$ cat config.mk
export PLATFORM = sky130hd
export DESIGN_NAME = fifo_flat
export DESIGN_NICKNAME = d
export VERILOG_FILES = /design/src/rtl/fifo_if.sv /design/src/rtl/fifo.sv /design/src/flat_wrapper.sv
export SDC_FILE = /design/constraint.sdc
export NUM_CORES = 1
export LEC_CHECK = 0
export CAP_MARGIN = 0
export CORE_MARGIN = 10
export CORE_UTILIZATION = 50
export CTS_BUF_LIST = sky130_fd_sc_hd__clkbuf_2
export CTS_CLUSTER_SIZE = 20
export DETAILED_ROUTE_END_ITERATION = 16
export GPL_TIMING_DRIVEN = 0
export PLACE_DENSITY = 0.69
export RECOVER_POWER = 100
export SLEW_MARGIN = 20
export SYNTH_ARGS = -nofsm -noshare
export SYNTH_HDL_FRONTEND = slang
export SYNTH_SLANG_ARGS = --single-unit
export TNS_END_PERCENT = 30
$ cat constraint.sdc
create_clock -name clock -period 5.4 [get_ports clock]
set_input_delay 1.08 -clock clock [delete_from_list [all_inputs] [get_ports clock]]
set_output_delay 1.08 -clock clock [all_outputs]
set_load 0.05 [all_outputs]
$ cat src/rtl/fifo_if.sv
// fifo_if: groups the producer/consumer strobes, data and status of the FIFO.
//   clear    : synchronous flush request (producer/consumer -> FIFO)
//   write    : push strobe, qualifies data_in
//   read     : pop strobe
//   data_in  : word to push
//   full     : FIFO holds DEPTH words
//   empty    : FIFO holds no words
//   data_out : word from the most recent successful pop
// Modports: master = the side driving strobes, slave = the FIFO itself.
interface fifo_if #(
    parameter int WIDTH = 32
);
    logic             clear;
    logic             write;
    logic             read;
    logic [WIDTH-1:0] data_in;
    logic             full;
    logic             empty;
    logic [WIDTH-1:0] data_out;

    modport master (
        output clear, write, read, data_in,
        input  full, empty, data_out
    );

    modport slave (
        input  clear, write, read, data_in,
        output full, empty, data_out
    );
endinterface

$ cat src/rtl/fifo.sv
// fifo: synchronous single-clock FIFO, WIDTH-bit words, DEPTH entries
// (DEPTH must be a power of two so the pointers wrap by plain overflow).
//   clock : rising-edge clock for all state
//   reset : synchronous active-high reset (pointers, count and data_out to 0)
//   bus   : fifo_if slave port (clear/write/read/data_in in,
//           full/empty/data_out out)
// Priority at each edge: reset > clear > read/write. A write while full and
// a read while empty are ignored; data_out is registered and updates only on
// a successful pop.
module fifo #(
    parameter int WIDTH = 32,
    parameter int DEPTH = 8
) (
    input  logic  clock,
    input  logic  reset,
    fifo_if.slave bus
);
    localparam int AW = $clog2(DEPTH);
    localparam logic [AW:0]   COUNT_FULL = (AW+1)'(DEPTH);
    localparam logic [AW:0]   COUNT_ONE  = (AW+1)'(1);
    localparam logic [AW-1:0] PTR_ONE    = AW'(1);

    logic [WIDTH-1:0] mem [DEPTH];

    logic [AW-1:0]    wptr_reg, wptr_next;
    logic [AW-1:0]    rptr_reg, rptr_next;
    logic [AW:0]      count_reg, count_next;
    logic [WIDTH-1:0] data_out_reg;

    logic full_flag;
    logic empty_flag;
    logic do_write;
    logic do_read;

    assign full_flag  = (count_reg == COUNT_FULL);
    assign empty_flag = (count_reg == '0);

    // clear discards any push/pop presented in the same cycle.
    assign do_write = bus.write && !full_flag  && !bus.clear;
    assign do_read  = bus.read  && !empty_flag && !bus.clear;

    assign bus.full     = full_flag;
    assign bus.empty    = empty_flag;
    assign bus.data_out = data_out_reg;

    always_comb begin
        wptr_next  = wptr_reg;
        rptr_next  = rptr_reg;
        count_next = count_reg;
        if (bus.clear) begin
            wptr_next  = '0;
            rptr_next  = '0;
            count_next = '0;
        end else begin
            if (do_write) begin
                wptr_next = wptr_reg + PTR_ONE;
            end
            if (do_read) begin
                rptr_next = rptr_reg + PTR_ONE;
            end
            // Simultaneous push and pop leaves the occupancy unchanged.
            case ({do_write, do_read})
                2'b10:   count_next = count_reg + COUNT_ONE;
                2'b01:   count_next = count_reg - COUNT_ONE;
                default: count_next = count_reg;
            endcase
        end
    end

    always_ff @(posedge clock) begin
        if (reset) begin
            wptr_reg  <= '0;
            rptr_reg  <= '0;
            count_reg <= '0;
        end else begin
            wptr_reg  <= wptr_next;
            rptr_reg  <= rptr_next;
            count_reg <= count_next;
        end
    end

    // Storage has no reset so it maps onto block RAM; contents after reset
    // are don't-care because the pointers and count are cleared.
    always_ff @(posedge clock) begin
        if (do_write) begin
            mem[wptr_reg] <= bus.data_in;
        end
    end

    // Registered read port doubling as the data_out register.
    always_ff @(posedge clock) begin
        if (reset) begin
            data_out_reg <= '0;
        end else if (do_read) begin
            data_out_reg <= mem[rptr_reg];
        end
    end
endmodule

$ cat src/flat_wrapper.sv
// flat-port wrapper written by rule: the top's interface ports become plain ports
module fifo_flat 
#(
    parameter int WIDTH = 32,
    parameter int DEPTH = 8
)
  (clock, reset, bus_clear, bus_write, bus_read, bus_data_in, bus_full, bus_empty, bus_data_out);
  fifo_if #(.WIDTH(WIDTH)) bus_i ();
  input  logic clock;
  input  logic reset;
  input wire logic [$bits(bus_i.clear)-1:0] bus_clear;
  input wire logic [$bits(bus_i.write)-1:0] bus_write;
  input wire logic [$bits(bus_i.read)-1:0] bus_read;
  input wire logic [$bits(bus_i.data_in)-1:0] bus_data_in;
  output wire logic [$bits(bus_i.full)-1:0] bus_full;
  output wire logic [$bits(bus_i.empty)-1:0] bus_empty;
  output wire logic [$bits(bus_i.data_out)-1:0] bus_data_out;
  assign bus_i.clear = bus_clear;
  assign bus_i.write = bus_write;
  assign bus_i.read = bus_read;
  assign bus_i.data_in = bus_data_in;
  assign bus_full = bus_i.full;
  assign bus_empty = bus_i.empty;
  assign bus_data_out = bus_i.data_out;
  fifo #(.WIDTH(WIDTH), .DEPTH(DEPTH)) u_core (.clock(clock), .reset(reset), .bus(bus_i));
endmodule
==> impl_metrics.py <==
metrics = {
    "run_status": {
        "status": "finished with violations",
        "violations": "max-capacitance violations, max-slew violations",
    },
    "worst_setup_path": {
        "required_ps": 5790,
        "worst_ep_arrival_time_ps": 4640,
        "rr_endpoint": "u_core.mem[5][5]",
        "crit_fanout": 19,
        "reg2reg_slack_ps": 1600,
        "crit_chain": "dlygate4sd3_1 > inv_1 > nand4_1 > nor2_1 > clkbuf_1",
        "crit_buf_inv": 3,
        "critPathLaunchType": "input pin",
        "critPathKind": "input pin to flip-flop",
        "critPathTopFamily": "buffers and inverters",
        "crit_path_end_kind": "flip-flop",
        "rr_worst_depth": 4,
        "critPathSlowestCell": "nor2_1",
        "critical_path.max_stage_delay_ps": 1320,
        "r2r_start": "u_core.count_reg[0]",
    },
    "route": {
        "drt_pass1_iterations": 4,
        "dr_wl_met2_mm": 12.66,
        "wl_met3_mm": 1.389,
        "routed.top_layer": "met5",
        "drt-met1-wl_mm": 9.704,
        "wl_per_cell_um": 22.70,
        "via_count": 5905,
        "wl_mm": 24.31,
        "drc_errors": 0,
        "drtIter0Drc": 350,
        "detail-route-antenna-nets": 0,
        "drt-vias-per-instance": 5.514,
    },
    "sta": {
        "post-route-min-period_ps": 4248,
        "finalHoldViolCount": 0,
        "relSlewSlack_pct": -16.04,
        "hold_ws_ps": 504.0,
        "max_slew.worst_pin.slew_ps": 1734,
        "rsz0062_at_grt": "false",
        "slew_viol_final": 31,
        "setup_viol": 0,
        "finalCritPeriodShare_pct": 78.67,
        "fin_skew_ps": 29.64,
        "fmax_ghz": 0.2354,
    },
    "synth": {
        "yosysWarnings": 0,
        "yosysUniqueCellTypes": 35,
        "synthCells": 554,
        "synth_top_area_share_pct": 68.83,
        "syn_avg_cell_area_um2": 20.16,
        "synth_seq_cells": 298,
        "yosysTopAreaCell": "edfxtp_1",
        "synth_edf_count": 256,
        "ys_async_sr_fraction_pct": 0,
        "synth_nets": 597,
        "synth_area_leaders": "edfxtp_1 (69%), mux4_2 (13%), dfxtp_1 (7.5%)",
        "ys_seq_area_share_pct": 76.36,
        "syn_area_um2": 11170,
        "synthTopCellsByCount": "edfxtp_1 (256), mux4_2 (64), nor2_1 (47)",
        "synth.most_common_cell": "edfxtp_1",
        "yosys_most_used_dff": "edfxtp_1",
    },
    "cts": {
        "cts_setup_buffers": 0,
        "cts-buffers-inserted": 75,
        "clock_sinks": 298,
        "holdBufCountCts": 0,
        "cts_tree": "yes",
        "clk_latency_ps": 810,
        "clk_pin_slew_worst_paths_ps": 90,
        "clk_path_buf_depth": 3,
        "post_cts_resized": 0,
        "cts_root_buf": "clkbuf_2",
        "htreeDepth": 3,
    },
    "floorplan": {
        "start_util_pct": 51.02,
        "io_pins": 71,
        "row_count": 54,
        "coreArea_um2": 21890,
        "die_h_um": 169.5,
        "dieArea_um2": 28720,
        "die_w_um": 169.5,
    },
    "finish": {
        "drive_gt1_share_pct": 28.39,
        "largest_register_ffs": 256,
        "seq_area_um2": 8528,
        "area_delta_synth_final_pct": 16.75,
        "multiInputGateArea_um2": 2421,
        "nets": 771,
        "final_core_util_pct": 59.56,
        "fillCellCount": 1636,
    },
    "global_routing": {
        "grt_pass1_wl_mm": 37.41,
        "antenna_found_initial": 3,
        "grt_use_total_pct": 17.31,
        "grt_pass1_vias": 6609,
        "grt_overflow": 0,
        "grt_max_degree": 20,
    },
    "placement": {
        "dp_hpwl_mm": 15.85,
        "io_buffer_count": 69,
        "globalplace.congestion": 0.7646,
    },
    "power_and_ir_drop": {
        "power.total_mw": 4.247,
        "p_leak_nw": 4.361,
        "p_per_area_nw_per_um2": 325.7,
        "ir_drop_uv": 256.9,
    },
    "flow_run": {
        "cap_violations": 2,
    },
    "worst_hold_path": {
        "holdPathEnd": "u_core.bus.data_out[31]",
        "hold_path_class": "flip-flop to flip-flop",
        "min_path_cells": 2,
        "holdCritStartpoint": "u_core.bus.data_out[31]",
    },
}
[cells by family (layout without fill, tap and decap cells)]
group / Yosys count / count (layout) / share of synthesized area, %
adder cells (fa/ha/maj): 6 / 6 / 0.7394
AND/OR/NAND/NOR: 103 / 103 / 5.254
other: 0 / 2 / 0
flip-flops: 298 / 298 / 76.36
XOR/XNOR: 6 / 6 / 0.4706
AO/OA/AOI/OAI: 41 / 41 / 2.420
buffers and inverters: 35 / 270 / 1.759
multiplexers: 65 / 65 / 13.00
[layout make-up]
| class | instances | share of cell area [%] |
|---|---|---|
| sequential | 298 | 65.41 |
| timing repair buffer | 97 | 6.103 |
| tap | 280 | 2.687 |
| clock inverter | 22 | 1.257 |
| inverter | 6 | 0.1727 |
| clock buffer | 116 | 4.453 |
| buffer | 29 | 1.315 |
| antenna | 2 | 0.03838 |
| multi-input combinational | 221 | 18.57 |
[routing by layer]
layer  track usage, %  vias to the layer above
li1                 -                     2662
met1            20.45                     3008
met2            29.34                      189
met3            4.748                       44
met4            7.280                        2
met5                0                        -
[power by group]
part           switching [mW]  total, mW  internal (mW)  leakage, nW
logic                  0.0900      0.145         0.0546         1.14
clock network           0.867       1.58          0.713        0.567
registers             0.00796       2.52           2.51         2.65
[worst max-delay path by stage]
stage,startpoint,endpoint,depth (start not counted)
after floorplan,bus_clear,u_core.mem[0][0],3
after global placement,bus_clear,u_core.mem[0][17],4
after detailed placement,bus_read,u_core.count_reg[2],11
after CTS,u_core.count_reg[0],bus_full,3
after global routing,bus_clear,u_core.mem[6][4],5
final,bus_clear,u_core.mem[5][5],5
[placed cells by master, fill, tap and decap left out, types with 3 or more instances in the layout]
| cell | netlist | layout |
|---|---|---|
| buf_2 | 7 | 5 |
| nand3_1 | 2 | 3 |
| xor2_1 | 3 | 3 |
| a21oi_1 | 4 | 4 |
| mux4_2 | 64 | 64 |
| nand2_1 | 5 | 5 |
| xnor2_1 | 3 | 3 |
| inv_1 | 6 | 6 |
| edfxtp_1 | 256 | 256 |
| clkbuf_2 | 0 | 116 |
| clkinv_1 | 0 | 14 |
| o22ai_1 | 32 | 32 |
| nor3_1 | 18 | 23 |
| dlygate4sd3_1 | 0 | 68 |
| buf_4 | 9 | 9 |
| clkbuf_1 | 9 | 40 |
| nor3_2 | 18 | 13 |
| buf_6 | 3 | 3 |
| nor2_1 | 47 | 46 |
| dfxtp_1 | 42 | 42 |
| inv_2 | 0 | 3 |
| bufinv_16 | 0 | 3 |
| ha_1 | 5 | 5 |
[stage by stage]
stage | cell area (µm²) | TNS, ps | setup WS, ps | std cells
floorplan | 11170 | 0 | 394.0 | 554
global placement | 12210 | -331740 | -3467 | 903
detailed placement | 12540 | 0 | 1263 | 931
CTS | 13290 | 0 | 1555 | 1069
global route | 13040 | 0 | 975.1 | 1071
finish | 13040 | 0 | 1152 | 1071
[tightest hold or removal path: stages (launching register included)]
cell     delay (ps)
dfxtp_1         320
nor2_1          100
nor3_1           50
(Power assumes the default switching activity.)
